===== src/rtl/spi_xfer_arbiter_pkg.sv =====
// Shared definitions for the SPI transfer arbiter: FSM encoding, byte width
// and width helpers used to size indices and the shared cycle counter.
package spi_pkg;

   localparam int SPI_W = 8;

   localparam logic [2:0] ST_IDLE  = 3'd0;
   localparam logic [2:0] ST_SETUP = 3'd1;
   localparam logic [2:0] ST_START = 3'd2;
   localparam logic [2:0] ST_BUSY  = 3'd3;
   localparam logic [2:0] ST_DONE  = 3'd4;
   localparam logic [2:0] ST_GAP   = 3'd5;

   function automatic int idx_w(input int n);
      return (n < 2) ? 1 : $clog2(n);
   endfunction

   // One counter serves SETUP, BUSY and GAP, so size it for the longest phase.
   function automatic int cnt_w(input int timeout, input int setup, input int gap);
      int m;
      m = timeout;
      if (setup > m) m = setup;
      if (gap > m) m = gap;
      return (m < 2) ? 1 : $clog2(m);
   endfunction

endpackage


===== src/rtl/spi_xfer_arbiter_rr.sv =====
// Combinational round-robin pick: first set request at or after ptr, wrapping.
// Produces the winner index and its one-hot form.
module spi_rr_arbiter
   import spi_pkg::*;
#(
   parameter int N_REQ = 4,
   parameter int IDX_W = idx_w(N_REQ)
) (
   input  logic [N_REQ-1:0] req,
   input  logic [IDX_W-1:0] ptr,
   output logic             any,
   output logic [IDX_W-1:0] idx,
   output logic [N_REQ-1:0] onehot
);

   always_comb begin
      int cand;
      logic [IDX_W-1:0] cand_idx;
      any      = 1'b0;
      idx      = '0;
      cand     = 0;
      cand_idx = '0;
      for (int o = 0; o < N_REQ; o++) begin
         cand = int'(ptr) + o;
         if (cand >= N_REQ) cand = cand - N_REQ;
         cand_idx = IDX_W'(cand);
         if (!any && req[cand_idx]) begin
            any = 1'b1;
            idx = cand_idx;
         end
      end
   end

   genvar gi;
   generate
      for (gi = 0; gi < N_REQ; gi++) begin : g_onehot
         assign onehot[gi] = any && (idx == IDX_W'(gi));
      end
   endgenerate

endmodule


===== src/rtl/spi_xfer_arbiter.sv =====
// Shares one SPI master between N_REQ requesters: round-robin grant, mode/data
// setup, start pulse, completion or timeout, response pulse and CS gap.
module spi_xfer_arbiter
   import spi_pkg::*;
#(
   parameter int N_REQ     = 4,
   parameter int SETUP_CYC = 2,
   parameter int GAP_CYC   = 2,
   parameter int TIMEOUT   = 64
) (
   input  logic                   clk,
   input  logic                   rst,
   input  logic [N_REQ-1:0]       req,
   input  logic [SPI_W*N_REQ-1:0] req_data,
   input  logic [N_REQ-1:0]       req_ckp,
   input  logic [N_REQ-1:0]       req_cph,
   output logic [N_REQ-1:0]       gnt,
   output logic [N_REQ-1:0]       rsp_valid,
   output logic                   rsp_err,
   output logic [SPI_W-1:0]       rsp_data,
   output logic [N_REQ-1:0]       cs_sel,
   output logic                   spi_strt,
   output logic [SPI_W-1:0]       spi_data_in,
   output logic                   spi_ckp,
   output logic                   spi_cph,
   input  logic                   spi_done,
   input  logic [SPI_W-1:0]       spi_rx_data
);

   localparam int IDX_W = idx_w(N_REQ);
   localparam int CNT_W = cnt_w(TIMEOUT, SETUP_CYC, GAP_CYC);

   logic [2:0]       state_reg, state_next;
   logic [CNT_W-1:0] cnt_reg, cnt_next;
   logic [IDX_W-1:0] ptr_reg;
   logic [IDX_W-1:0] win_idx_reg;
   logic [N_REQ-1:0] win_oh_reg;
   logic [SPI_W-1:0] tx_reg, rx_reg;
   logic             ckp_reg, cph_reg, err_reg;

   logic             pick_any;
   logic [IDX_W-1:0] pick_idx;
   logic [N_REQ-1:0] pick_oh;

   spi_rr_arbiter #(.N_REQ(N_REQ), .IDX_W(IDX_W)) u_rr (
      .req    (req),
      .ptr    (ptr_reg),
      .any    (pick_any),
      .idx    (pick_idx),
      .onehot (pick_oh)
   );

   always_ff @(posedge clk) begin
      if (rst) begin
         state_reg   <= ST_IDLE;
         cnt_reg     <= '0;
         ptr_reg     <= '0;
         win_idx_reg <= '0;
         win_oh_reg  <= '0;
         tx_reg      <= '0;
         rx_reg      <= '0;
         ckp_reg     <= 1'b0;
         cph_reg     <= 1'b0;
         err_reg     <= 1'b0;
      end else begin
         state_reg <= state_next;
         cnt_reg   <= cnt_next;
         case (state_reg)
            ST_IDLE: if (pick_any) begin
               win_idx_reg <= pick_idx;
               win_oh_reg  <= pick_oh;
               tx_reg      <= req_data[pick_idx*SPI_W +: SPI_W];
               ckp_reg     <= req_ckp[pick_idx];
               cph_reg     <= req_cph[pick_idx];
            end
            // A done pulse on the final timeout cycle still counts as success.
            ST_BUSY: if (spi_done) begin
               rx_reg  <= spi_rx_data;
               err_reg <= 1'b0;
            end else if (cnt_reg == CNT_W'(TIMEOUT - 1)) begin
               rx_reg  <= '0;
               err_reg <= 1'b1;
            end
            ST_DONE: ptr_reg <= (win_idx_reg == IDX_W'(N_REQ - 1)) ? '0 : win_idx_reg + IDX_W'(1);
            default: ;
         endcase
      end
   end

   always_comb begin
      state_next = state_reg;
      case (state_reg)
         ST_IDLE:  if (pick_any) state_next = ST_SETUP;
         ST_SETUP: if (cnt_reg == CNT_W'(SETUP_CYC - 1)) state_next = ST_START;
         ST_START: state_next = ST_BUSY;
         ST_BUSY:  if (spi_done || cnt_reg == CNT_W'(TIMEOUT - 1)) state_next = ST_DONE;
         ST_DONE:  state_next = ST_GAP;
         ST_GAP:   if (cnt_reg == CNT_W'(GAP_CYC - 1)) state_next = ST_IDLE;
         default:  state_next = ST_IDLE;
      endcase
      // Counter restarts on every state change and counts cycles spent in the state.
      cnt_next = '0;
      if (state_next == state_reg && state_reg != ST_IDLE) cnt_next = cnt_reg + CNT_W'(1);
   end

   always_comb begin
      logic in_xfer;
      in_xfer = (state_reg == ST_SETUP) || (state_reg == ST_START) ||
                (state_reg == ST_BUSY)  || (state_reg == ST_DONE);
      gnt         = in_xfer ? win_oh_reg : '0;
      cs_sel      = in_xfer ? win_oh_reg : '0;
      spi_strt    = (state_reg == ST_START);
      rsp_valid   = (state_reg == ST_DONE) ? win_oh_reg : '0;
      rsp_err     = (state_reg == ST_DONE) && err_reg;
      rsp_data    = (state_reg == ST_DONE) ? rx_reg : '0;
      spi_data_in = tx_reg;
      spi_ckp     = ckp_reg;
      spi_cph     = cph_reg;
   end

endmodule

===== config.mk =====
export PLATFORM = sky130hd
export DESIGN_NAME = spi_xfer_arbiter
export DESIGN_NICKNAME = d
export VERILOG_FILES = /design/src/rtl/spi_xfer_arbiter_pkg.sv /design/src/rtl/spi_xfer_arbiter_rr.sv /design/src/rtl/spi_xfer_arbiter.sv
export SDC_FILE = /design/constraint.sdc
export NUM_CORES = 1
export LEC_CHECK = 0
export ABC_AREA = 1
export CAP_MARGIN = 30
export CORE_MARGIN = 4
export CORE_UTILIZATION = 34
export DETAILED_ROUTE_END_ITERATION = 8
export GPL_TIMING_DRIVEN = 0
export SLEW_MARGIN = 5
export SYNTH_ARGS = -nofsm -noshare
export SYNTH_HDL_FRONTEND = slang
export SYNTH_SLANG_ARGS = --single-unit

===== constraint.sdc =====
create_clock -name clk -period 1.75 [get_ports clk]
set_input_delay 0.2625 -clock clk [delete_from_list [all_inputs] [get_ports clk]]
set_output_delay 0.2625 -clock clk [all_outputs]
set_load 0.1 [all_outputs]

==> results of run 1 <==
## cell usage after synthesis (2+ instances only)
cell type / count / area share, %
ha_1: 3 / 1.6
buf_6: 3 / 1.4
buf_2: 3 / 0.64
clkbuf_1: 3 / 0.48
nor2_4: 2 / 0.95
o21ai_0: 12 / 2.5
nand3_1: 54 / 11
buf_4: 8 / 2.5
nand3_2: 4 / 1.7
nand4_1: 3 / 0.79
inv_1: 72 / 11
nand2_2: 6 / 1.6
nand2_1: 74 / 12
nand3b_1: 11 / 3.5
nand2_4: 3 / 1.4
inv_2: 4 / 0.64
dfxtp_1: 36 / 30
nor2_1: 57 / 9.1
a21oi_1: 11 / 2.3
clkinv_1: 2 / 0.32
nor3b_1: 2 / 0.64
## metal layers
layer  global-route usage (%)  share of wire, %
met1                     21.8                46
met2                     27.8                47
met3                     3.48               5.2
met4                     4.77               1.8
met5                        0                 0
## worst max-delay path by stage
stage | start | endpoint | slack, ns | cells past startpoint
after global placement | state_reg[1] | rsp_data[0] | -0.83 | 7
final | ptr_reg[0] | spi_data_in[4] | -0.09 | 12
after global routing | ptr_reg[0] | spi_data_in[5] | -0.20 | 12
after detailed placement | state_reg[1] | rsp_data[0] | -0.84 | 7
after floorplan | state_reg[0] | gnt[1] | -0.11 | 6
after CTS | state_reg[1] | rsp_valid[1] | -0.08 | 7
## worst register-to-register path, cell delays in order, from the launching register on
cell and delay [ns]:
dfxtp_4 0.37, buf_6 0.14, nand2_4 0.07, nand2_4 0.08, buf_4 0.14, a31oi_1 0.31
nand3_4 0.12, nand2_4 0.14, buf_6 0.15, nand3_2 0.11, nand3_2 0.09, nand2_1 0.05
inv_1 0.04
## final cells by class
| class | instances | area (um^2) |
|---|---|---|
| Sequential cell | 36 | 734 |
| Inverter | 78 | 308 |
| Buffer | 18 | 216 |
| Clock buffer | 8 | 90.1 |
| Fill cell | 607 | 2520 |
| Tap cell | 80 | 100 |
| Multi-Input combinational cell | 251 | 1600 |
| Timing Repair Buffer | 104 | 1190 |
## repair_timing
action	in CTS	in global routing
cloned	4	2
pin swaps	5	20
hold buffers	0	0
buffers inserted	6	7
gates resized for setup	225	81
endpoints found under the setup margin	42	43
## per-stage QoR
| step | worst slack [ns] | std cells |
|---|---|---|
| after floorplan | -0.112 | 383 |
| after global placement | -0.831 | 548 |
| after detailed placement | -0.840 | 548 |
| after CTS | -0.0763 | 566 |
| after global routing | -0.199 | 575 |
| final | -0.0947 | 575 |
## power breakdown
part	internal [mW]	leakage, nW	switching, mW
Clock	0.321	0.0455	0.284
Combinational	0.417	1.55	0.736
Sequential	0.876	0.297	0.0382
## logic make-up after synthesis
family,share of synthesized area [%]
compound gates,6.35
xor+xnor,0.371
fa+ha+maj,1.59
buf+inv,17.6
flops,30.5
simple gates,43.6
==> impl_metrics.py, run 1 <==
metrics = {
    "worst_setup_path": {
        "crit_buf_inv": 4,
        "cpMostUsedCell": "nand2_4",
        "crit_family": "simple AND/OR/NAND/NOR gates",
        "worstSetupEndpointType": "flop",
        "cp-start-kind": "flop",
        "slowest_delay_ns": 0.37,
        "crit_type": "flop to flop",
        "reg2reg_from": "ptr_reg[0]",
        "crit_required_ns": 1.98,
        "timing.rr.end": "spi_data_in[4]",
        "cp_slowest_cell": "dfxtp_4",
        "reg2reg_slack_ns": -0.09,
        "arrival_ns": 2.08,
        "cp_max_fo": 6,
        "rr_worst_depth": 12,
        "worstPathCellList": "buf_6, nand2_4, nand2_4, buf_4, a31oi_1, nand3_4, nand2_4, buf_6, nand3_2, nand3_2, nand2_1, inv_1",
    },
    "timing": {
        "finalSetupViolCount": 22,
        "finalHoldViolations": 0,
        "rsz0062_at_grt": "true",
        "worst_pin_slew_ns": 0.943,
        "clock_skew_ns": 0.00362,
        "tns_ns": -1.30,
        "max-slew-margin-rel_pct": 37.4,
        "post-route-period-util_pct": 105,
        "setup_slack_ns": -0.0947,
        "fin_hold_ws_ns": 0.467,
        "max_freq_mhz": 542,
        "layout_min_cycle_time_ns": 1.84,
        "maxSlewViolCount": 0,
    },
    "synth": {
        "syn_avg_cell_area_um2": 6.17,
        "ys_seq_elements": 36,
        "synth_edf_count": 0,
        "synthesis.area_mm2": 0.00236,
        "synth_cells": 383,
        "yosysSeqAreaShare_pct": 30.5,
        "synth_cell_types": 31,
        "async_flop_share_pct": 0,
        "synth_ff_type": "dfxtp_1",
        "ys_warn_count": 0,
        "synthesis.nets": 441,
    },
    "global_route": {
        "grt_pass1_vias": 2460,
        "grt_use_total_pct": 16.7,
        "grt_overflow": 0,
        "grt_max_degree": 11,
        "grt_first_pass_wirelength_mm": 11.5,
        "antenna_found_initial": 0,
    },
    "placed_design": {
        "gp_congestion": 0.748,
        "hpwl_mm": 5.11,
        "post_dp_cell_area_mm2": 0.00352,
        "port_buffers": 85,
    },
    "layout": {
        "final_common_cell": "inv_1",
        "design_area_mm2": 0.00424,
        "fin_nets": 552,
        "area_growth_pct": 79.2,
        "drive_above_1_share_pct": 33.5,
        "utilization_pct": 62.7,
        "mostFrequentLayoutCells": "69 x inv_1, 52 x clkdlybuf4s50_1, 50 x nand2_1",
        "antenna_cells": 0,
    },
    "detailed_routing": {
        "postRouteAntennaNets": 0,
        "vias": 2653,
        "drc_errors": 0,
        "drt-pass1-iter-count": 4,
        "drtIter0Drc": 57,
        "drt-total-wl_mm": 7.18,
        "avgRoutedWirePerCell_um": 12.5,
        "vias_per_cell": 4.61,
    },
    "clock_network": {
        "h-tree-depth": 2,
        "cts_root_buffer": "clkbuf_8",
        "clock_latency_ns": 0.28,
        "clockBufferDepth": 2,
        "cts_tree": "built",
        "clkTransAtPathRegs_ns": 0.07,
        "numCtsBuffers": 5,
        "cts.sinks": 36,
    },
    "floorplan": {
        "rows": 30,
        "ios": 87,
        "die-area_mm2": 0.00835,
        "die_height_um": 91.4,
        "core-area_mm2": 0.00676,
        "start_util_pct": 35.0,
        "die_w_um": 91.4,
    },
    "job": {
        "max_cap_viol_count": 0,
    },
    "worst_hold_path": {
        "min-delay-path-class": "flop to flop",
        "worstHoldStart": "win_oh_reg[1]",
        "hold_end": "win_oh_reg[1]",
        "hold_depth": 2,
    },
    "power": {
        "power_density_mw_per_mm2": 631,
        "total_power_mw": 2.67,
        "p_leak_nw": 1.89,
        "ir_drop_v": 0.000351,
    },
    "status": {
        "status": "finished with violations",
        "violations": "setup timing",
    },
}
No activity file was read; power rests on OpenSTA's default activity.
==> run 2, diff against run 1 <==
TNS_END_PERCENT = 5   (was not set)
==> run 2 against run 1 <==
- the flow still finishes with violations (setup timing)
- hold slack got worse by 0.00099 ns
- sequential share of layout area rose by 1.2 points
- worst setup slack better by 0.012 ns
- utilization decreased by 4.4 points
- sequential power about the same
- global-route usage fell by 0.29 points
- register-to-register slack better by 0.06 ns
- cell area shrank 7.0%
- total power up 2.4%
- cell count shrank 1.4%
- sequential cell count stayed put
==> impl_metrics.py, run 2 (synthesis gave the netlist of run 1 again) <==
metrics = {
    "detailed_routing": {
        "drt-total-wl_mm": 6.95,
        "drc_errors": 0,
        "drtIter0Drc": 58,
        "drt-pass1-iter-count": 5,
        "avgRoutedWirePerCell_um": 12.3,
        "vias_per_cell": 4.71,
        "vias": 2671,
        "postRouteAntennaNets": 0,
    },
    "timing": {
        "worst_pin_slew_ns": 0.949,
        "clock_skew_ns": 0.00982,
        "layout_min_cycle_time_ns": 1.83,
        "max_freq_mhz": 546,
        "post-route-period-util_pct": 105,
        "finalSetupViolCount": 16,
        "tns_ns": -0.827,
        "rsz0062_at_grt": "true",
        "max-slew-margin-rel_pct": 37.0,
        "maxSlewViolCount": 0,
        "setup_slack_ns": -0.0825,
        "fin_hold_ws_ns": 0.466,
        "finalHoldViolations": 0,
    },
    "worst_setup_path": {
        "arrival_ns": 1.57,
        "crit_required_ns": 1.49,
        "worstSetupEndpointType": "output port",
        "crit_family": "buffers and inverters",
        "slowest_delay_ns": 0.36,
        "cpMostUsedCell": "nor2_4",
        "worstPathCellList": "nor2_4, inv_2, nor2_4, clkinv_4, clkbuf_16, nor2_4, buf_12",
        "crit_buf_inv": 4,
        "crit_type": "flop to output port",
        "cp_max_fo": 6,
        "cp_slowest_cell": "dfxtp_4",
        "cp-start-kind": "flop",
    },
    "layout": {
        "area_growth_pct": 66.7,
        "mostFrequentLayoutCells": "70 x inv_1, 68 x nand2_1, 53 x nand3_1, 53 x clkdlybuf4s50_1, 33 x nor2_1",
        "fin_nets": 544,
        "utilization_pct": 58.3,
        "final_common_cell": "inv_1",
        "design_area_mm2": 0.00394,
        "fillers": 640,
        "instances_no_fill": 567,
        "antenna_cells": 0,
        "drive_above_1_share_pct": 26.5,
    },
    "power": {
        "p_leak_nw": 1.78,
        "ir_drop_v": 0.000435,
        "total_power_mw": 2.74,
        "power_density_mw_per_mm2": 695,
    },
    "clock_network": {
        "clkTransAtPathRegs_ns": 0.08,
        "clock_latency_ns": 0.29,
        "cts.sinks": 36,
        "cts_root_buffer": "clkbuf_8",
        "cts_tree": "built",
        "numCtsBuffers": 5,
        "h-tree-depth": 2,
        "cts_hold_buf": 0,
        "clockBufferDepth": 2,
    },
    "placed_design": {
        "post_dp_cell_area_mm2": 0.00343,
        "port_buffers": 85,
        "hpwl_mm": 5.22,
        "dp_slack_ns": -1.17,
        "gp_congestion": 0.846,
        "dp.cells": 548,
    },
    "job": {
        "max_cap_viol_count": 0,
    },
    "worst_hold_path": {
        "min-delay-path-class": "flop to flop",
    },
    "floorplan": {
        "start_util_pct": 35.0,
        "core-area_mm2": 0.00676,
        "die_w_um": 91.4,
        "die_height_um": 91.4,
        "rows": 30,
        "ios": 87,
        "die-area_mm2": 0.00835,
    },
    "global_route": {
        "grt_max_degree": 14,
        "grt_pass1_vias": 2625,
        "grt_overflow": 0,
        "antenna_found_initial": 0,
        "grt_first_pass_wirelength_mm": 11.5,
        "grt_use_total_pct": 16.4,
    },
    "status": {
        "violations": "setup timing",
        "status": "finished with violations",
    },
}
==> run 2: routing by layer <==
layer | up-vias | track usage [%] | wire length, um
li1 | 1385 | - | -
met1 | 1176 | 19.4 | 3020
met2 | 93 | 27.2 | 3260
met3 | 17 | 5.63 | 520
met4 | 0 | 6.66 | 148
met5 | - | 0 | 0
==> run 2: what timing repair did <==
action | 4_1_cts | 5_1_grt
resized for setup | 221 | 41
pin swaps | 2 | 6
buffers inserted | 3 | 7
gates cloned | 1 | 0
setup endpoints to repair | 45 | 46
==> run 2: power breakdown <==
group          total (mW)  internal [mW]  switching (mW)
Combinational        1.07          0.372           0.697
Sequential          0.912          0.878          0.0345
Clock               0.755          0.429           0.326
Total                2.74           1.68            1.06
==> run 2: path summary, 6_finish.rpt <==
check	from	endpoint	depth (start not counted)	slack, ns
worst min register to register	win_oh_reg[1]	win_oh_reg[1]	2	0.47
worst max register to register	ptr_reg[0]	spi_ckp	14	-0.03
worst max-delay path	state_reg[0]	rsp_valid[0]	7	-0.08
worst min-delay path	win_oh_reg[1]	win_oh_reg[1]	2	0.47
==> run 2: worst min-delay path, cell delays in order (launching register included) <==
cell	delay (ns)
dfxtp_1	0.31
nand2_1	0.06
a21oi_1	0.05
==> run 2: area by class of cell <==
| type | count | area, um^2 | area share, % |
|---|---|---|---|
| Buffer | 18 | 175 | 4.45 |
| Clock buffer | 5 | 68.8 | 1.75 |
| Clock inverter | 3 | 46.3 | 1.17 |
| Inverter | 78 | 303 | 7.68 |
| Multi-Input combinational cell | 251 | 1420 | 36.0 |
| Sequential cell | 36 | 729 | 18.5 |
| Tap cell | 80 | 100 | 2.54 |
| Timing Repair Buffer | 96 | 1100 | 27.9 |
